### config.mk
export PLATFORM = sky130hd
export DESIGN_NAME = fx_format_convert
export DESIGN_NICKNAME = d
export VERILOG_FILES = /design/src/rtl/fx_format_convert.sv
export SDC_FILE = /design/constraint.sdc
export NUM_CORES = 1
export LEC_CHECK = 0
export ABC_AREA = 1
export CORE_MARGIN = 5
export CORE_UTILIZATION = 45
export CTS_CLUSTER_SIZE = 10
export DETAILED_ROUTE_END_ITERATION = 8
export PLACE_DENSITY = 0.76
export SLEW_MARGIN = 0
export SYNTH_ARGS = -nofsm -noshare
export SYNTH_HDL_FRONTEND = slang
export SYNTH_SLANG_ARGS = --single-unit
export TNS_END_PERCENT = 5
### constraint.sdc
create_clock -name i_clk -period 3.85 [get_ports i_clk]
set_clock_uncertainty 0.1 [all_clocks]
set_input_delay 0.9625 -clock i_clk [delete_from_list [all_inputs] [get_ports i_clk]]
set_output_delay 0.9625 -clock i_clk [all_outputs]
set_load 0.03 [all_outputs]
### src/rtl/fx_format_convert.sv
// Fixed-point re-quantiser: rescales a sample between (width, fraction) formats with
// selectable rounding and wrap/saturate, through a fixed-latency valid pipeline.
module fx_format_convert #(
  parameter int IN_W     = 13,
  parameter int IN_FRAC  = 8,
  parameter int OUT_W    = 8,
  parameter int OUT_FRAC = 4,
  parameter int SIGNED   = 1,
  parameter int RND_MODE = 0,
  parameter int OVF_MODE = 1,
  parameter int LATENCY  = 2,
  parameter int CNT_W    = 16
) (
  input  logic             i_clk,
  input  logic             i_rst,
  input  logic             i_valid,
  input  logic [IN_W-1:0]  i_data,
  input  logic             i_clr,
  output logic             o_valid,
  output logic [OUT_W-1:0] o_data,
  output logic             o_ovf,
  output logic             o_ovf_sticky,
  output logic [CNT_W-1:0] o_ovf_cnt
);

  localparam int D  = IN_FRAC - OUT_FRAC;
  localparam int AD = (D < 0) ? -D : D;
  localparam int DS = (D > 0) ? D : 0;
  localparam int DH = (DS > 0) ? DS - 1 : 0;
  localparam int LS = (D < 0) ? -D : 0;
  localparam int IW = IN_W + AD + 1;
  localparam int CW = (IW > OUT_W + 1) ? IW : OUT_W + 1;
  localparam int NL = (LATENCY == 1) ? 1 : LATENCY - 1;

  localparam logic [IW-1:0] ONE_I = {{(IW-1){1'b0}}, 1'b1};
  localparam logic [CW-1:0] ONE_C = {{(CW-1){1'b0}}, 1'b1};
  localparam logic [IW-1:0] FMASK = (ONE_I << DS) - ONE_I;
  localparam logic [IW-1:0] HALF  = (DS > 0) ? (ONE_I << DH) : {IW{1'b0}};
  localparam logic signed [CW-1:0] OMAX = (SIGNED != 0) ? $signed((ONE_C << (OUT_W - 1)) - ONE_C)
                                                        : $signed((ONE_C << OUT_W) - ONE_C);
  localparam logic signed [CW-1:0] OMIN = (SIGNED != 0) ? $signed(-(ONE_C << (OUT_W - 1)))
                                                        : $signed({CW{1'b0}});

  // Range check and wrap/clamp of a rounded value; result is {overflow, data}.
  function automatic logic [OUT_W:0] f_limit(input logic signed [CW-1:0] q);
    logic             ov;
    logic [OUT_W-1:0] v;
    ov = (q > OMAX) || (q < OMIN);
    if (ov && (OVF_MODE == 1)) begin
      v = q[CW-1] ? OMIN[OUT_W-1:0] : OMAX[OUT_W-1:0];
    end else begin
      v = q[OUT_W-1:0];
    end
    return {ov, v};
  endfunction

  logic signed [IN_W-1:0] din_s;
  logic signed [IW-1:0]   ext_s;
  logic signed [IW-1:0]   flr_s;
  logic signed [IW-1:0]   quant_s;
  logic [IW-1:0]          frac_s;
  logic                   half_s;
  logic                   rnd_inc_s;
  logic signed [CW-1:0]   quant_d;

  assign din_s = i_data;

  // Extend, align the binary point and round the dropped LSBs.
  always_comb begin
    if (SIGNED != 0) begin
      ext_s = IW'(din_s);
    end else begin
      ext_s = $signed(IW'(i_data));
    end
    flr_s  = ext_s >>> DS;
    frac_s = $unsigned(ext_s) & FMASK;
    half_s = (frac_s & HALF) != {IW{1'b0}};
    case (RND_MODE)
      1:       rnd_inc_s = half_s;
      2:       rnd_inc_s = half_s && ((frac_s != HALF) || flr_s[0]);
      default: rnd_inc_s = 1'b0;
    endcase
    quant_s = (flr_s <<< LS) + $signed({{(IW-1){1'b0}}, rnd_inc_s});
    quant_d = CW'(quant_s);
  end

  logic signed [CW-1:0] lim_in_s;
  logic                 lim_vld_s;
  logic [OUT_W:0]       lim_d;

  generate
    if (LATENCY == 1) begin : g_single
      assign lim_in_s  = quant_d;
      assign lim_vld_s = i_valid;
    end else begin : g_split
      logic signed [CW-1:0] q1_q;
      logic                 v1_q;

      // Quantise stage: holds the rounded value of the last accepted sample.
      always_ff @(posedge i_clk or posedge i_rst) begin
        if (i_rst) begin
          q1_q <= {CW{1'b0}};
          v1_q <= 1'b0;
        end else begin
          v1_q <= i_valid;
          if (i_valid) begin
            q1_q <= quant_d;
          end
        end
      end

      assign lim_in_s  = q1_q;
      assign lim_vld_s = v1_q;
    end
  endgenerate

  assign lim_d = f_limit(lim_in_s);

  logic [OUT_W:0]  pipe_q [NL];
  logic [NL-1:0]   pvld_q;

  // Overflow stage followed by pure delay; data only moves with its valid bit.
  always_ff @(posedge i_clk or posedge i_rst) begin
    if (i_rst) begin
      for (int k = 0; k < NL; k++) begin
        pipe_q[k] <= {(OUT_W+1){1'b0}};
      end
      pvld_q <= {NL{1'b0}};
    end else begin
      pvld_q[0] <= lim_vld_s;
      if (lim_vld_s) begin
        pipe_q[0] <= lim_d;
      end
      for (int k = 1; k < NL; k++) begin
        pvld_q[k] <= pvld_q[k-1];
        if (pvld_q[k-1]) begin
          pipe_q[k] <= pipe_q[k-1];
        end
      end
    end
  end

  assign o_valid = pvld_q[NL-1];
  assign o_ovf   = pipe_q[NL-1][OUT_W];
  assign o_data  = pipe_q[NL-1][OUT_W-1:0];

  logic             sticky_q, sticky_d;
  logic [CNT_W-1:0] cnt_q, cnt_d;
  logic             evt_s;

  assign evt_s = o_valid & o_ovf;

  // A presented overflow always wins over a clear so the event is never lost.
  always_comb begin
    sticky_d = sticky_q;
    cnt_d    = cnt_q;
    if (evt_s) begin
      sticky_d = 1'b1;
      if (i_clr) begin
        cnt_d = CNT_W'(1);
      end else if (cnt_q != {CNT_W{1'b1}}) begin
        cnt_d = cnt_q + CNT_W'(1);
      end else begin
        cnt_d = cnt_q;
      end
    end else if (i_clr) begin
      sticky_d = 1'b0;
      cnt_d    = {CNT_W{1'b0}};
    end else begin
      sticky_d = sticky_q;
      cnt_d    = cnt_q;
    end
  end

  // Overflow statistics registers.
  always_ff @(posedge i_clk or posedge i_rst) begin
    if (i_rst) begin
      sticky_q <= 1'b0;
      cnt_q    <= {CNT_W{1'b0}};
    end else begin
      sticky_q <= sticky_d;
      cnt_q    <= cnt_d;
    end
  end

  assign o_ovf_sticky = sticky_q;
  assign o_ovf_cnt    = cnt_q;

endmodule

==> results.txt <==
Outcome = finished clean
# clock sinks = 37
Seq cells post-synth = 37
RSZ-0062 raised after global routing = false
Die footprint = 5540 sq um
Most common cell after layout, fill and taps aside = nand2_1
Critical Setup Path Class = in -> reg
1st-pass router iterations = 4
Initial antenna violation count = 0
Row count = 23
VDD IR max = 0.323 mV
Crit share post-route = 69.2%
Yosys cell types = 26
Clock latency on the worst-skew pair = 0.29 ns
Area Growth Syn to Fin = 28.8%
Largest net degree at the start of global routing = 21
1st-iter DRT viols = 151
Final hold vios = 0
Slew at the pin closest to its max-slew limit = 0.711 ns
Filler cells = 364
Clock slew at reported path FFs = 0.07 ns
Root buf cell = clkbuf_8
Via-per-instance ratio = 5.20
Drt wl/cell = 12.3 um
Layout cells sized above 1 = 7.69%
CTS tree = done
Max Freq = 0.375 GHz
Crit path buffers/inverters = 1
Min cycle time layout = 2.67 ns
Post-route DRC = 0
Yosys warnings = 0
Hold buffers post-CTS = 0
Sequential element share of the synthesized area = 49.6%
Relative slew margins = 52.4%
Buffers on Ports = 39
Most used cell, CP = nor2_1
Synthesized instance count = 232
Routed WL = 3980 um
Critical Path Source Type = primary input
Clk buf depth = 2
RePlAce Congestion = 0.821
Max stage delay cell, worst path = clkdlybuf4s50_1
# H-tree levels = 2
CP arrival = 2.70 ns
List of cells traversed by the critical path = clkdlybuf4s50_1 -> nor2_1 -> nand2_1 -> nor3_1 -> nor2_1 -> o21ai_0
First-pass GRT wire length = 6910 um
FF+latch area = 926 sq um
Overflow after GRT = 0
Max-Cap Viols = 0
Pleak = 1.06 nW
Fin util = 60.2%
Resized cells post-CTS = 0
Kind of cell adding the most delay to the critical path = simple AND/OR/NAND/NOR gates
Syn Nets = 250
Vias in the first global route = 1607
Critical Path Max Stage Delay = 0.74 ns
Num CTS Buffers = 5
Post-DRT Antenna Nets = 0
Total track usage = 16.2%
Nets = 290
Overall Power = 0.941 mW
Setup violations, final = 0
CP Max Fanout = 11
Total number of vias = 1680
Crit end category = flip-flop
Mean Syn Cell Area = 8.05 sq um
Cell Area, Synth = 1870 sq um
Io pins = 44
Req. time, crit path = 3.88 ns
Antenna diode count = 0
Power per cell area = 391 nW/um^2
Setup_tns = 0 ns
DP HPWL = 2990 um
Die X = 74.4 um
# Post-CTS Setup Buffers = 0
Initial core utilization = 46.7%
Worst min-delay path category = reg -> reg
Multi-input logic area = 772 sq um
Core ar. = 4000 sq um
Most frequent cells in the layout = nand2_1 (56), clkdlybuf4s50_1 (39), dfrtp_1 (37)
Slew Limit Fails = 0
Die height = 74.4 um
## layout make-up
cell class	count	share of cell area, %
clock buffer	6	3.43
multi-input combinational	154	32.1
sequential	37	38.5
inverter	34	5.30
clock inverter	2	1.56
tap	50	2.60
timing repair buffer	40	16.5
## per-layer routing
layer / global-route usage (%) / share of wire (%)
met5: 0 / 0
met4: 4.35 / 0.38
met3: 4.86 / 7.9
met2: 28.7 / 51
met1: 19.1 / 41
## registers in the layout, indices dropped and copies added (netlist names)
signal / count
g_split.q1_q: 9
g_split.v1_q: 1
o_ovf_cnt: 16
o_ovf_sticky: 1
o_valid: 1
pipe_q: 9
## cells in the mapped netlist, drive strengths merged
master | instances | area [sq um]
nand2 | 58 | 223
dfrtp | 37 | 926
inv | 34 | 128
nor2 | 25 | 101
o21ai | 23 | 130
nand3 | 17 | 90.1
nand4 | 10 | 62.6
o221ai | 6 | 52.6
buf | 4 | 31.3
nor3 | 4 | 20.0
xor2 | 4 | 35.0
clkbuf | 3 | 11.3
a21oi | 1 | 5.00
ha | 1 | 12.5
mux2 | 1 | 11.3
o2111ai | 1 | 8.76
o211ai | 1 | 7.51
o22ai | 1 | 6.26
or2 | 1 | 6.26
## power by group
part           internal, mW  leakage, nW  switching, mW
Clock                 0.211       0.0574          0.141
Combinational        0.0613        0.527         0.0940
Sequential            0.416        0.474         0.0182
## stage by stage
step / hold slack, ns / instance area (sq um) / setup WS, ns / instances
4_1_cts: 0.387 / 2410 / 1.20 / 323
3_3_place_gp: 0.359 / 2290 / 0.949 / 315
3_5_place_dp: 0.371 / 2290 / 0.901 / 315
2_1_floorplan: 0.289 / 1870 / 1.95 / 232
5_1_grt: 0.417 / 2410 / 1.06 / 323
6_report: 0.385 / 2410 / 1.18 / 323
## logic make-up after synthesis
kind of cell | count (synthesis) | synth area share [%]
muxes | 1 | 0.603
and+or+nand+nor | 115 | 26.9
adders and majority gates | 1 | 0.670
AOI/OAI and AO/OA | 33 | 11.3
xor gates and xnor gates | 4 | 1.88
buffers and inverters | 41 | 9.11
DFF | 37 | 49.6
## worst paths after layout
kind	start	end	slack, ns	cells after the start
setup reg to reg	o_ovf_cnt[0]	o_ovf_cnt[0]	1.78	7
min in group asynchronous	i_rst	o_ovf_cnt[9]	0.97	2
hold reg to reg	o_ovf_sticky	o_ovf_sticky	0.38	2
hold / removal	o_ovf_sticky	o_ovf_sticky	0.38	2
max in group asynchronous	i_rst	pipe_q[4]	1.96	3
setup / recovery	i_clr	o_ovf_cnt[0]	1.18	6
## tightest hold or removal path, delay by kind of cell (launching register included)
family / cells / cell delay, ns
DFF: 1 / 0.35
and+or+nand+nor: 2 / 0.10
Power figures use the tool's default switching activity.
